[src/rtl/hoplite_tx_arbiter.sv]
// hoplite_tx_arbiter: network-injection controller for one Fox/Hoplite node.
// Assembles a CPU packet from field writes into a staging register, then commits it
// into a one-deep pending slot. A round-robin arbiter chooses between that slot and
// an aux full-packet requester, and loads the winner into a registered output held
// under valid/ready backpressure.
// Ports:
//   clk, reset_n                   clock, synchronous active-low reset
//   cpu_field_sel/data/we          staging field write (sel 9..15 ignored)
//   cpu_commit                     snapshot staging into the pending slot
//   cpu_ready, cpu_overflow        pending slot empty / sticky dropped-commit flag
//   aux_pkt, aux_valid, aux_ready  aux requester handshake (aux_ready combinational)
//   pkt_out, pkt_out_valid/ready   router inject port
//   sent_cpu_count, sent_aux_count delivered-packet counters per source
module hoplite_tx_arbiter #(
   parameter int COORD_BITS           = 1,
   parameter int MULTICAST_GROUP_BITS = 1,
   parameter int MATRIX_TYPE_BITS     = 1,
   parameter int MATRIX_COORD_BITS    = 8,
   parameter int MATRIX_ELEMENT_BITS  = 32,
   localparam int PACKET_BITS = 2*COORD_BITS + MULTICAST_GROUP_BITS + 2 + MATRIX_TYPE_BITS
                                + 2*MATRIX_COORD_BITS + MATRIX_ELEMENT_BITS
) (
   input  logic                   clk,
   input  logic                   reset_n,
   input  logic [3:0]             cpu_field_sel,
   input  logic [31:0]            cpu_field_data,
   input  logic                   cpu_field_we,
   input  logic                   cpu_commit,
   output logic                   cpu_ready,
   output logic                   cpu_overflow,
   input  logic [PACKET_BITS-1:0] aux_pkt,
   input  logic                   aux_valid,
   output logic                   aux_ready,
   output logic [PACKET_BITS-1:0] pkt_out,
   output logic                   pkt_out_valid,
   input  logic                   pkt_out_ready,
   output logic [15:0]            sent_cpu_count,
   output logic [15:0]            sent_aux_count
);
   typedef struct packed {
      logic [COORD_BITS-1:0]           x;
      logic [COORD_BITS-1:0]           y;
      logic [MULTICAST_GROUP_BITS-1:0] mcast;
      logic                            done;
      logic                            result;
      logic [MATRIX_TYPE_BITS-1:0]     mtype;
      logic [MATRIX_COORD_BITS-1:0]    mx;
      logic [MATRIX_COORD_BITS-1:0]    my;
      logic [MATRIX_ELEMENT_BITS-1:0]  element;
   } pkt_t;
   typedef enum logic {IDLE, HOLD} state_t;
   state_t state, state_nxt;
   pkt_t   stg, stg_nxt, pend, out_q;
   logic   pend_v, ptr_cpu, src_cpu, free, grant_cpu, grant_aux, commit_ok, deliver;
   // Staging with this cycle's field write applied, so a same-cycle commit sees it.
   always_comb begin
      stg_nxt = stg;
      if (cpu_field_we)
         case (cpu_field_sel)
            4'd0: stg_nxt.x       = cpu_field_data[COORD_BITS-1:0];
            4'd1: stg_nxt.y       = cpu_field_data[COORD_BITS-1:0];
            4'd2: stg_nxt.mcast   = cpu_field_data[MULTICAST_GROUP_BITS-1:0];
            4'd3: stg_nxt.done    = cpu_field_data[0];
            4'd4: stg_nxt.result  = cpu_field_data[0];
            4'd5: stg_nxt.mtype   = cpu_field_data[MATRIX_TYPE_BITS-1:0];
            4'd6: stg_nxt.mx      = cpu_field_data[MATRIX_COORD_BITS-1:0];
            4'd7: stg_nxt.my      = cpu_field_data[MATRIX_COORD_BITS-1:0];
            4'd8: stg_nxt.element = cpu_field_data[MATRIX_ELEMENT_BITS-1:0];
            default: ;
         endcase
   end
   // Arbiter: ptr_cpu breaks ties only when both sources are ready.
   always_comb begin
      free      = (state == IDLE) || pkt_out_ready;
      grant_cpu = free && pend_v && (!aux_valid || ptr_cpu);
      grant_aux = free && aux_valid && (!pend_v || !ptr_cpu);
      state_nxt = (grant_cpu || grant_aux) ? HOLD : (free ? IDLE : state);
   end
   always_ff @(posedge clk)
      if (!reset_n) state <= IDLE;
      else          state <= state_nxt;
   // The slot being drained by a CPU grant this cycle may be refilled by the same commit.
   assign commit_ok      = cpu_commit && (!pend_v || grant_cpu);
   assign deliver        = (state == HOLD) && pkt_out_ready;
   assign cpu_ready      = !pend_v;
   assign aux_ready      = reset_n && grant_aux;
   assign pkt_out        = out_q;
   assign pkt_out_valid  = (state == HOLD);
   always_ff @(posedge clk) begin
      if (!reset_n) begin
         stg            <= '0;
         pend           <= '0;
         pend_v         <= 1'b0;
         cpu_overflow   <= 1'b0;
         out_q          <= '0;
         src_cpu        <= 1'b0;
         ptr_cpu        <= 1'b1;
         sent_cpu_count <= '0;
         sent_aux_count <= '0;
      end else begin
         stg    <= stg_nxt;
         pend_v <= commit_ok || (pend_v && !grant_cpu);
         if (commit_ok) pend <= stg_nxt;
         if (cpu_commit && !commit_ok) cpu_overflow <= 1'b1;
         if (grant_cpu || grant_aux) begin
            out_q   <= grant_cpu ? pend : pkt_t'(aux_pkt);
            src_cpu <= grant_cpu;
            ptr_cpu <= grant_aux;
         end
         if (deliver && src_cpu)  sent_cpu_count <= sent_cpu_count + 16'd1;
         if (deliver && !src_cpu) sent_aux_count <= sent_aux_count + 16'd1;
      end
   end
endmodule
[config.mk]
export PLATFORM = sky130hd
export DESIGN_NAME = hoplite_tx_arbiter
export DESIGN_NICKNAME = d
export VERILOG_FILES = /design/src/rtl/hoplite_tx_arbiter.sv
export SDC_FILE = /design/constraint.sdc
export NUM_CORES = 1
export LEC_CHECK = 0
export ABC_CLOCK_PERIOD_IN_PS = 2000
export CAP_MARGIN = 5
export CORE_UTILIZATION = 49
export DETAILED_ROUTE_END_ITERATION = 12
export PLACE_DENSITY = 0.91
export SLEW_MARGIN = 20
export SYNTH_ARGS = -nofsm -noshare
export SYNTH_HDL_FRONTEND = slang
export SYNTH_SLANG_ARGS = --single-unit
export TNS_END_PERCENT = 5
[constraint.sdc]
create_clock -name clk -period 2 [get_ports clk]
set_clock_uncertainty 0.15 [all_clocks]
set_input_delay 0.4 -clock clk [delete_from_list [all_inputs] [get_ports clk]]
set_output_delay 0.4 -clock clk [all_outputs]
set_load 0.03 [all_outputs]
==> results of run 1 <==
[final cells by class]
type                    count  area, um^2  area share, %
multi-input cells         532        3256          31.24
well taps                 184       230.2          2.209
repair buffers            235        2291          21.99
clock inverters            12       162.7          1.561
diodes                      2       5.005        0.04803
inverters                   9       38.79         0.3722
flip-flops and latches    199        3990          38.29
clock buffers              20       446.7          4.287
[what timing repair did]
action / 4_1_cts / 5_1_grt
setup endpoints to repair: 72 / 20
gates resized for setup: 77 / 20
buffers inserted: 1 / 1
[layer usage]
metal	share of wire [%]	GRT usage (%)	vias to the layer above
li1	-	-	3280
met5	0	0	-
met3	5.8	6.160	53
met2	49	46.21	270
met4	3.5	14.13	0
met1	41	32.63	3308
[Yosys cell counts (4+ instances only)]
library cell    n  area [um^2]
buf_2          16        80.08
and4_1          4        35.03
or4_1           9        67.56
a211oi_1       54        405.4
xnor2_1         8        70.07
xor2_1          8        70.07
o22ai_1        53        331.6
dfxtp_1       199         3984
nor2_1        128        480.5
mux2i_1        56        560.5
clkbuf_1       43        161.4
nand2_1        12        45.04
inv_1           8        30.03
o21ai_0         7        35.03
nor3_1         58        290.3
nand3_1        14        70.07
a21oi_1        72        360.4
nand4_1         6        37.54
buf_1           4        15.01
o31ai_1         8        60.06
or3_1           6        37.54
[final timing paths]
kind | slack (ns) | end | cells after the start
setup / recovery | 0.01 | aux_ready | 4
hold / removal | 0.30 | pend[24] | 3
setup reg to reg | 0.13 | pkt_out[20] | 5
hold reg to reg | 0.34 | pkt_out[27] | 2
[state kept, by name (all words and copies together), names as in the netlist, 16 cells and up]
name and count:
pend 54, pkt_out 54, sent_aux_count 16, sent_cpu_count 16, stg 54
[cell families (layout without fill, tap and decap cells)]
| group | count (synthesis) | after routing | synth area share (%) |
|---|---|---|---|
| multiplexers | 56 | 56 | 7.479 |
| buffers and inverters | 75 | 276 | 4.140 |
| other | 0 | 2 | 0 |
| AO/OA/AOI/OAI | 197 | 197 | 16.16 |
| flip-flops | 199 | 199 | 53.16 |
| XOR/XNOR | 16 | 16 | 1.870 |
| AND/OR/NAND/NOR | 261 | 261 | 16.86 |
| adder cells (fa/ha/maj) | 2 | 2 | 0.3338 |
[per-stage QoR]
stage / hold WS [ns] / util [%] / worst slack (ns) / setup TNS, ns
2_1_floorplan: 0.3064 / - / -0.005407 / -0.005407
3_3_place_gp: 0.3077 / 66.45 / -0.3381 / -29.34
3_5_place_dp: 0.3282 / 66.45 / -0.3894 / -36.25
4_1_cts: 0.2747 / 70.14 / 0.001588 / 0
5_1_grt: 0.2898 / 70.62 / -0.03429 / -0.03429
6_report: 0.2985 / 70.62 / 0.01447 / 0
[report_power, final]
part / switching [mW] / total [mW] / leakage (nW) / internal (mW)
clock: 1.55 / 3.57 / 0.292 / 2.02
sequential: 0.111 / 4.27 / 1.63 / 4.16
combinational: 0.750 / 1.32 / 2.51 / 0.567
[critical path, cell delays in order (launching register included)]
cell and delay [ns]:
dfxtp_4 0.39, or2b_1 0.28, nand3_4 0.15, nor2_4 0.05
buf_6 0.13
==> results.txt, run 1 <==
status: finished, violations left
failing checks: design-rule violations
clock-pin slew of the registers on the worst-case setup and hold paths: 0.07 ns
I/O Pins: 186
Synth warnings: 0
pin count of the biggest net entering global routing: 117
WP data arrival: 1.44 ns
dpl hpwl: 14180 um
commonest non-fill, non-tap cell in the layout: dfxtp_1
die area: 15790 um^2
clock root cell: clkbuf_16
placed insts: 1157
crit path kind: flip-flop to output port
worst vdd ir: 679.0 uV
Synth Flop Type: dfxtp_1
most frequent cells in the layout: dfxtp_1 (196), nor2_1 (127), clkdlybuf4s50_1 (93)
CP Launch Point: pkt_out_valid
Slew Viols, Final: 0
synthesized area: 7495 um^2
clk_lat worst skew: 0.44 ns
total track usage: 27.36%
fraction of registers with async set/reset: 0%
Layout area overhead: 39.03%
Tcrit/Tclk final: 99.28%
Post-synth EDFFs: 0
CTS tree: built
Fillers: 1040
Core Area: 14750 um^2
via count: 6911
die height: 125.7 um
WP data required: 1.45 ns
#FFs+latches synth: 199
final wirelength: 21510 um
vias in the first global route: 6838
average size of a mapped cell: 9.299 um^2
Layout Nets: 1092
Power Dens Cells: 879.0 nW/um^2
Final Hold Fails: 0
initial antenna violation count: 2
worst min path class: input port to flip-flop
clk sink count: 199
post-route insts no fill: 1193
fraction of layout cells with a size suffix above 1: 9.930%
Netlist cell types: 43
cells after synthesis: 806
row cnt: 44
Syn Nets: 904
Worst setup EP type: output port
GRT overflow: 0
worst-margin pin slew: 0.5035 ns
number of buffers added on ports: 185
Hold Buf Count CTS: 0
GP Congestion: 0.8313
initial DRC count: 528
Leak: 4.433 nW
RSZ-0062 raised after global routing: yes
DRC: 13
clock buffer depth: 2
WL per Instance: 18.03 um
CTS Buf Count: 17
min-delay src: cpu_commit
Worst slew margin: 66.43%
CTS HTree Levels: 4
final instance area: 10420 um^2
Die X: 125.7 um
Initial Util: 50.80%
DR vias/cell: 5.793
Worst Setup Start Kind: flip-flop
Max-Cap Viols: 0
CP max FO: 7
dpl cell area: 9804 um^2
Detailed Routing Iterations Pass 1: 12
final setup violation count: 0
total chip power: 9.160 mW
number of nets with antenna violations after routing: 0
fmax: 0.5036 GHz
global-route wire length before repair: 34490 um
min Tclk post-route: 1.986 ns
post-synthesis sequential area ratio: 53.16%
reg2reg start: pend_v
No activity file was read; power rests on OpenSTA's default activity.
==> run 2: changes to the inputs <==
--- a/config.mk
+++ b/config.mk
@@ -7,7 +7,9 @@
 export LEC_CHECK = 0
 export ABC_CLOCK_PERIOD_IN_PS = 2000
 export CAP_MARGIN = 5
-export CORE_UTILIZATION = 49
+export CELL_PAD_IN_SITES_DETAIL_PLACEMENT = 0
+export CELL_PAD_IN_SITES_GLOBAL_PLACEMENT = 1
+export CORE_UTILIZATION = 37
 export DETAILED_ROUTE_END_ITERATION = 12
 export PLACE_DENSITY = 0.91
 export SLEW_MARGIN = 20
==> run 2 against run 1 <==
  * The run now ends clean
  * Critical path depth is the same
  * Sequential power barely moved
  * Sequential share of layout area is 0.42 points lower
  * Global-route usage decreased by 7.4 points
  * Sequential cell count unchanged
  * Cell count grew 6.1%
  * Routed wire length fell by 4.4%
  * Die area rose by 32%
  * Worst hold slack worse by 0.015 ns
==> results.txt, run 2 (synthesized netlist as in run 1, its figures left out) <==
status: finished, final reports clean
total track usage: 19.93% (-7.4 points)
die height: 144.3 um (+15%)
Final Hold Fails: 0 (unchanged)
CTS Buf Count: 17 (unchanged)
initial DRC count: 308 (-42%)
Layout area overhead: 40.58%
die area: 20830 um^2 (+32%)
worst min path class: input port to flip-flop
clock-pin slew of the registers on the worst-case setup and hold paths: 0.06 ns (about the same)
commonest non-fill, non-tap cell in the layout: dfxtp_1
GP Congestion: 0.7841 (-5.7%)
CP max FO: 7 (unchanged)
CTS tree: built
DR vias/cell: 5.186 (-10%)
WP data required: 1.45 ns (about the same)
clk sink count: 199 (unchanged)
dpl hpwl: 14060 um (-0.81%)
via count: 6566 (-5.0%)
Hold Buf Count CTS: 0 (unchanged)
crit path kind: flip-flop to output port
clk_lat worst skew: 0.43 ns (about the same)
final setup violation count: 0 (unchanged)
global-route wire length before repair: 32260 um (-6.4%)
fmax: 0.5046 GHz (+0.19%)
Worst setup EP type: output port
dpl cell area: 9963 um^2 (+1.6%)
GRT overflow: 0 (unchanged)
Worst slew margin: 70.25% (+3.8 points)
Leak: 4.415 nW (-0.40%)
number of nets with antenna violations after routing: 0 (unchanged)
clock root cell: clkbuf_16
Initial Util: 38.13% (-13 points)
Core Area: 19650 um^2 (+33%)
clock buffer depth: 2 (unchanged)
WP data arrival: 1.43 ns (about the same)
Layout Nets: 1086 (-0.55%)
Power Dens Cells: 863.1 nW/um^2 (-1.8%)
Tcrit/Tclk final: 99.09% (-0.19 points)
Hold Slack: 0.2830 ns (-0.01549 ns)
DRC: 0 (-13)
initial antenna violation count: 0 (-2)
Detailed Routing Iterations Pass 1: 7 (-5)
most frequent cells in the layout: dfxtp_1 (196), nor2_1 (127), clkdlybuf4s50_1 (93)
WL per Instance: 16.25 um (-9.9%)
pin count of the biggest net entering global routing: 48 (-59%)
RSZ-0062 raised after global routing: yes
row cnt: 51 (+16%)
I/O Pins: 186 (unchanged)
worst vdd ir: 651.4 uV (-4.1%)
min Tclk post-route: 1.982 ns (-0.003814 ns)
number of buffers added on ports: 185 (unchanged)
CTS HTree Levels: 4 (unchanged)
Worst Setup Start Kind: flip-flop
Slew Viols, Final: 0 (unchanged)
vias in the first global route: 6285 (-8.1%)
fraction of layout cells with a size suffix above 1: 9.300% (-0.63 points)
final instance area: 10540 um^2 (+1.1%)
worst-margin pin slew: 0.4448 ns (-0.05873 ns)
final wirelength: 20570 um (-4.4%)
Die X: 144.3 um (+15%)
Max-Cap Viols: 0 (unchanged)
run 2: cell types whose count changed in the layout (fill, tap and decap cells not counted), sizes merged:
cell	previous run	this run
dlymetal6s2s	18	17
clkbuf	20	19
inv	14	12
clkinv	2	3
clkinvlp	2	3
buf	52	46
diode	2	1
dlygate4sd2	72	73
run 2: worst max-delay path, stage by stage, from the launching register on:
cell and delay (ns):
dfxtp_4 0.38, or2b_1 0.28, nand3_4 0.14, nor2_2 0.04, buf_4 0.16
run 2: metal layers:
metal	global-route usage (%)	share of wire [%]	vias up
met2	30.79	45	182
met4	8.698	2.4	0
met3	4.040	5.3	29
li1	-	-	3285
met5	0	0	-
met1	26.81	48	3070
run 2: path summary, 6_finish.rpt:
check	cells past startpoint	endpoint	startpoint	slack, ns
max	4	aux_ready	pkt_out_valid	0.02
min	3	pend_v	cpu_commit	0.28
max reg2reg	4	sent_aux_count[15]	sent_aux_count[4]	0.17
min reg2reg	1	cpu_overflow	cpu_overflow	0.31
run 2: power breakdown:
group	switching, mW	internal (mW)
Clock	1.53	1.99
Sequential	0.111	4.16
Combinational	0.731	0.575
run 2: stage by stage:
stage,TNS [ns],setup slack (ns),std cells,util (%),total power [mW]
after floorplan,-0.005407,-0.005407,806,-,5.061
after global placement,-35.02,-0.3935,1234,50.69,5.717
after detailed placement,-37.64,-0.4266,1234,50.69,5.733
after CTS,-0.1203,-0.1203,1265,53.31,9.200
after global routing,-0.04650,-0.04650,1265,53.60,9.486
final,0,0.01828,1266,53.61,9.094
run 2: layout make-up:
class / count / area, um^2
Tap cell: 265 / 331.6
Sequential cell: 199 / 3990
Clock buffer: 19 / 432.9
Fill cell: 1852 / 9117
Inverter: 9 / 38.79
Antenna cell: 1 / 2.502
Multi-Input combinational cell: 532 / 3242
Clock inverter: 12 / 172.7
Timing Repair Buffer: 229 / 2326
run 2: repair_timing:
action,in CTS,in global routing
pin swaps,0,1
gates resized for setup,73,21
buffers inserted,0,0
setup endpoints to repair,73,18
